### src/rtl/hex_word_entry.sv
// Operator word entry: builds a word nibble-by-nibble from the switches
// and hands it to the CPU over a request/acknowledge read handshake.
module hex_word_entry #(
  parameter int WIDTH = 32,
  parameter int CW    = $clog2(WIDTH/4)
) (
  input  logic             clk,
  input  logic             reset,
  input  logic             btn_load,
  input  logic             btn_back,
  input  logic             btn_commit,
  input  logic             btn_clear,
  input  logic [3:0]       sw_val,
  input  logic             rd_req,
  output logic [WIDTH-1:0] word_out,
  output logic             word_valid,
  output logic             rd_ack,
  output logic [WIDTH-1:0] edit_word,
  output logic [CW-1:0]    cursor,
  output logic [1:0]       state,
  output logic             overrun
);

  localparam int NIB = WIDTH/4;

  logic [3:0]       btn;
  logic [3:0]       ev;
  logic             do_clr;
  logic             do_cmt;
  logic             do_ld;
  logic             do_bk;
  logic             rd;
  logic             held_nx;
  logic [CW-1:0]    cur_inc;
  logic [CW-1:0]    cur_dec;

  logic [3:0]       prev_q,    prev_d;
  logic [WIDTH-1:0] word_q,    word_d;
  logic             valid_q,   valid_d;
  logic             ack_q,     ack_d;
  logic [WIDTH-1:0] edit_q,    edit_d;
  logic [CW-1:0]    cursor_q,  cursor_d;
  logic             dirty_q,   dirty_d;
  logic             overrun_q, overrun_d;

  assign btn = {btn_clear, btn_commit, btn_load, btn_back};
  assign ev  = btn & ~prev_q;

  // Only the highest-priority event acts; the rest are dropped.
  assign do_clr = ev[3];
  assign do_cmt = ev[2] & ~ev[3];
  assign do_ld  = ev[1] & ~|ev[3:2];
  assign do_bk  = ev[0] & ~|ev[3:1];

  assign rd      = rd_req & valid_q;
  assign held_nx = valid_q & ~rd;

  assign cur_inc = (cursor_q == CW'(NIB-1)) ? '0 : cursor_q + CW'(1);
  assign cur_dec = (cursor_q == '0) ? CW'(NIB-1) : cursor_q - CW'(1);

  always_comb begin
    prev_d    = btn;
    word_d    = word_q;
    valid_d   = held_nx;
    ack_d     = rd;
    edit_d    = edit_q;
    cursor_d  = cursor_q;
    dirty_d   = dirty_q;
    overrun_d = overrun_q;
    unique case (1'b1)
      do_clr: begin
        edit_d    = '0;
        cursor_d  = '0;
        overrun_d = 1'b0;
        dirty_d   = 1'b0;
      end
      do_cmt: begin
        if (dirty_q && !held_nx) begin
          word_d   = edit_q;
          valid_d  = 1'b1;
          edit_d   = '0;
          cursor_d = '0;
          dirty_d  = 1'b0;
        end else if (dirty_q) begin
          overrun_d = 1'b1;
        end
      end
      do_ld: begin
        for (int i = 0; i < NIB; i++) begin
          if (cursor_q == CW'(i)) begin
            edit_d[4*(NIB-1-i) +: 4] = sw_val;
          end
        end
        cursor_d = cur_inc;
        dirty_d  = 1'b1;
      end
      do_bk: cursor_d = cur_dec;
      default: ;
    endcase
  end

  always_ff @(posedge clk) begin
    if (reset) begin
      prev_q    <= '1;
      word_q    <= '0;
      valid_q   <= 1'b0;
      ack_q     <= 1'b0;
      edit_q    <= '0;
      cursor_q  <= '0;
      dirty_q   <= 1'b0;
      overrun_q <= 1'b0;
    end else begin
      prev_q    <= prev_d;
      word_q    <= word_d;
      valid_q   <= valid_d;
      ack_q     <= ack_d;
      edit_q    <= edit_d;
      cursor_q  <= cursor_d;
      dirty_q   <= dirty_d;
      overrun_q <= overrun_d;
    end
  end

  assign word_out   = word_q;
  assign word_valid = valid_q;
  assign rd_ack     = ack_q;
  assign edit_word  = edit_q;
  assign cursor     = cursor_q;
  assign state      = {valid_q, dirty_q};
  assign overrun    = overrun_q;

endmodule

### config.mk
export PLATFORM = sky130hd
export DESIGN_NAME = hex_word_entry
export DESIGN_NICKNAME = d
export VERILOG_FILES = /design/src/rtl/hex_word_entry.sv
export SDC_FILE = /design/constraint.sdc
export NUM_CORES = 1
export LEC_CHECK = 0
export ABC_AREA = 1
export CORE_ASPECT_RATIO = 0.7
export CORE_MARGIN = 5
export CORE_UTILIZATION = 30
export DETAILED_ROUTE_END_ITERATION = 10
export PLACE_DENSITY = 0.6
export SLEW_MARGIN = 0
export SYNTH_ARGS = -nofsm -noshare
export SYNTH_HDL_FRONTEND = slang
export SYNTH_SLANG_ARGS = --single-unit
### constraint.sdc
create_clock -name clk -period 1.9 [get_ports clk]
set_input_delay 0.57 -clock clk [delete_from_list [all_inputs] [get_ports clk]]
set_output_delay 0.57 -clock clk [all_outputs]
set_load 0.05 [all_outputs]
# After elaboration in Yosys (flattened, before gate mapping)
# Index checks and enable logic that the tools add are counted.
# totals
ff_bits	75
input_bits	11
# classes
add_sub_neg	2
eq_ne	18
n_mux	21
bitwise_logic	9
n_reduce_logical	22
# op_table
operator	n
$pmux W32 S3	1
$mux W32	1
$mux W4	8
$reduce_and A3 Y1	9
$ne A2 B1 Y1 const B	10
$eq A3 B3 Y1 const B	4
$pmux W3 S4	1
$mux W3	3
$eq A3 B2 Y1 const B	2
$reduce_and A2 Y1	3
$and A1 B1 Y1	5
$mux W1	5
$and A4 B4 Y4	1
$not A4 Y4	1
$reduce_bool A4 Y1	1
$add A3 B1 Y3 const B	1
$eq A3 B1 Y1 const B	1
$logic_not A1 Y1	3
$logic_not A3 Y1	1
$pmux W1 S3	1
$reduce_bool A3 Y1	1
$reduce_or A3 Y1	1
$sub A3 B1 Y3 const B	1
$ne A2 B2 Y1 const B	1
other kinds (5)	6

# Longest topological paths before layout
# depth
word_depth	7
ltp_mapped	9
ltp_nobuf	9

# Worst setup path before layout
# No wires, ideal clock.
# synth_path
path_kind	register -> register
startpoint	reg cursor_q[0], in the netlist cursor[0]
endpoint	reg cursor_q[2], in the netlist cursor[2]
setup_ns	0.064
t_arrival_ns	1.657
slack_ns	0.179
path_stages_with_launch	9
period_less_slack_ns	1.721
cell_sequence	dfxtp_1 -> inv_1 -> ha_1 -> or2_2 -> nand2_1 -> nand3_1 -> nand2_1 -> nor2_1 -> nor2_1
# synth_via
elab_chain_len	3
# synth_lines
element	line	rtl
start, declared	42	logic [CW-1:0] cursor_q, cursor_d;
start signal, assigned	118	cursor_q <= cursor_d;
$sub A3 B1 Y3 (tied with other cells)	59	assign cur_dec = (cursor_q == '0) ? CW'(NIB-1) : cursor_q - CW'(1);
$mux W3, on equally long branches	59, 58	
$pmux W3 S4 (*)	70	unique case (1'b1)
# Mark *: on every way between the ends. The rest lies on a longest branch, timed or not.
# A chain may end at the register's enable or synchronous reset.

# Worst setup path after layout
# layout_path
startpoint	in btn_clear
endpoint	reg edit_q[4], in the netlist edit_word[4]
# layout_via
elab_chain_len	6
# layout_lines
element	line	rtl
start, declared	12	input logic btn_clear,
$and A4 B4 Y4 (*)	47	assign ev = btn & ~prev_q;
$reduce_or A2 Y1	52	assign do_ld = ev[1] & ~|ev[3:2];
$logic_not A1 Y1	52	
$and A1 B1 Y1	52	
$ne A2 B1 Y1 (no source line) or $reduce_bool A3 Y1 (tied branches)	--	
$reduce_and A3 Y1 (no source line)	--	
end signal, assigned	117	edit_q <= edit_d;
end, declared	41	logic [WIDTH-1:0] edit_q, edit_d;
# Marks and branches as above.

==> impl_metrics.ini <==
[setup_path]
timing.critical_path.from = btn_clear
crit_path_capture_type = flop
critPathArrivalTime_ns = 2.07
crit_path_required_time_ns = 2.16
r2r.worst_path.cells = 8
timing.critical_path.fanout_max = 6
slowest_delay_ns = 0.44
cp_slowest_cell = clkdlybuf4s50_1
worst_path_dominant_cell_family = simple AND/OR/NAND/NOR gates
critPathCapture = edit_word[4]$_SDFFE_PP0P_
r2r_setup_slack_ns = 0.37
endpoint_of_the_most_critical_register_to_register_path = cursor[2]$_SDFFE_PP0P_
startpoint_type = input port
worst_path_cell_trace = clkdlybuf4s50_1 > nand2_2 > nand2_2 > buf_4 > nor2_4 > buf_4 > nand2_1 > nand3_1 > nand2_1 > nor2_1
worst-path-stages = 10
worstReg2RegStart = cursor[0]$_SDFFE_PP0P_
critical_path.n_buffers_inverters = 3
kind_of_critical_path = input port to flop

[clocking]
clockBufferDepth = 2
insertion_delay_ns = 0.33
ctsHoldBuffers = 0
clock_sink_count = 75
htree_num_levels = 3
cts.reportedPaths.clkPinSlew_ns = 0.06
cts_tree = yes
tritoncts.num_buffers = 9
cts_root_buffer = clkbuf_16

[synth]
synth-compound-area-share_pct = 6.03
syn-cell-area_sq_mm = 0.00324
number_of_library_cell_types_mapped_by_synthesis = 22
ys_dominant_reg_cell = dfxtp_1
post_synth_fa_ha_maj_area_fraction_pct = 2.71
synth_top_family_by_area = simple AND/OR/NAND/NOR gates
synth_async_sr_flop_share_pct = 0
synth_cells = 448
yosysTopAreaCell = dfxtp_1
synthMuxAreaShare_pct = 0
synth-xor-area-share_pct = 0
synth.area.top_cells = dfxtp_1 (46%), nor2_1 (18%), nand2_1 (7.4%)
post_synthesis_simple_gate_area_fraction_pct = 37.1
synth_enable_flop_cells = 0
synth_top_cell_area_share_pct = 46.4
seq_area_frac_synth_pct = 46.4
synthMostInstantiatedCell = nor2_1
ys_top_cells_by_count = nor2_1 (154), dfxtp_1 (75), nand2_1 (64), o21ai_0 (34), nand3_1 (31)
synth_seq_cells = 75
syn_area_per_cell_sq_um = 7.22
synth_nets = 466
yosys_warnings = 0

[floorplan]
top_level_ports = 83
initial_utilization_pct = 31.0
die_x_extent_um = 134
floorplan.die.height_um = 96.9
placementRows = 31
die_area_sq_mm = 0.0130
core_area_sq_mm = 0.0104

[finish]
final_antenna_diode_count = 0
final-seq-area_sq_mm = 0.00150
post-route-util_pct = 43.5
drive_gt1_share_pct = 27.9
stdcell_area_sq_mm = 0.00454
multi_input_area_sq_mm = 0.00153
area.growth.synth_to_final_pct = 40.4
layout.filler_cells = 1065
design.final.nets = 562

[grt]
first_global_vias = 2898
grt_first_pass_wirelength_mm = 14.5
antenna_found_initial = 0
largest_net_degree_at_the_start_of_global_routing = 37
global_route.overflow_total = 0
total_track_usage_pct = 13.9

[sta]
setup_violations = 0
hold_slack_ns = 0.469
count_of_final_max_slew_check_failures = 0
timing.clock.skew_ns = 0.00720
grt_setup_unrepaired = true
fin_crit_sh_pct = 95.1
finalCriticalPeriod_ns = 1.81
timing_worst_slew_pin_value_ns = 0.374
finalWorstSetupSlack_ns = 0.0939
fmax_mhz = 554
timing.final.hold_violations = 0
max-slew-margin-rel_pct = 75.0

[routing]
totalWireLength_mm = 8.82
via_per_inst = 4.46
initialDrtViolationCount = 197
drc = 0
vias = 3032
ant_nets_after_route = 0
drt_pre_antenna_iters = 4
avgRoutedWirePerCell_um = 13.0

[placed_design]
dp_slack_ns = -0.410
placedInstanceArea_sq_mm = 0.00413
io_port_bufs = 82
dp.final_hpwl_mm = 6.32
place_congestion = 0.811

[run]
max_cap_viol_count = 0

[power]
total_power_uw = 4380
pwr_density_cell_mw_per_mm2 = 964
vdd.ir_drop.worst_mv = 0.527
power_leakage_uw = 0.00212

[outcome]
outcome = complete, no violations

[min_path]
worst_hold_startpoint = overrun$_SDFFE_PP0P_
hold_path_class = flop to flop
## flip-flops by register name, indices dropped and copies added, names as in the netlist
name        cells
dirty_q         1
cursor          3
overrun         1
word_out       32
prev_q          4
rd_ack          1
edit_word      32
word_valid      1
## area by class of cell
type	count	area share, %
multi-input cells	327	33.6
clock inverters	4	1.62
flip-flops and latches	75	33.0
well taps	132	3.64
clock buffers	11	5.56
inverters	26	2.18
repair buffers	105	20.3
## through the flow
| step | TNS, ns | instances |
|---|---|---|
| floorplan | 0 | 448 |
| finish | 0 | 680 |
| detailed placement | -20.28 | 660 |
| CTS | 0 | 676 |
| global placement | -16.36 | 660 |
| global route | -0.0480 | 680 |
## cell families after synthesis
family	after synthesis
AOI/OAI and AO/OA	39
adders and majority gates	7
buffers and inverters	47
DFF	75
and+or+nand+nor	280
## metal layers
metal  GRT usage (%)  up-vias  share of wire, %
li1                -     1586                 -
met1            18.3     1352                47
met2            21.1       84                45
met3            5.13       10               7.4
met4            4.15        0               1.0
met5               0        -                 0
## worst min-delay path by stage
stage               depth (start not counted)  slack [ns]                    end
floorplan                                   2        0.50  word_valid$_SDFF_PP0_
global placement                            2        0.45      rd_ack$_SDFF_PP0_
detailed placement                          2        0.46      rd_ack$_SDFF_PP0_
CTS                                         2        0.47   overrun$_SDFFE_PP0P_
global route                                2        0.49   overrun$_SDFFE_PP0P_
finish                                      2        0.47   overrun$_SDFFE_PP0P_
## worst reg2reg max path: cells and delay by family, from the launching register on
kind | cells | cell delay (ns)
DFF | 1 | 0.46
adders and majority gates | 1 | 0.23
buffers and inverters | 1 | 0.16
and+or+nand+nor | 6 | 0.63
## cells in the final DEF (no fill, tap or decap), types with 7 or more instances in the layout
cell type        count
o21ai_0             30
clkbuf_16            9
nand2_2             11
ha_1                 7
nand3_1             31
clkdlybuf4s50_1      9
nand2_1             62
nor2_2              14
dfxtp_1             75
buf_12               8
nor2_1             147
inv_1               22
buf_4               85
## power by group
group | internal, uW | switching, uW | total (uW)
clock | 1210 | 644 | 1860
sequential | 1650 | 65.6 | 1720
combinational | 270 | 537 | 807
total | 3130 | 1250 | 4380
## what timing repair did
action	4_1_cts	5_1_grt
cloned	1	0
pin swaps	0	3
buffers inserted	0	4
setup endpoints to repair	28	47
resized for setup	1	18
Note: power is estimated with default switching activity, not from simulation.
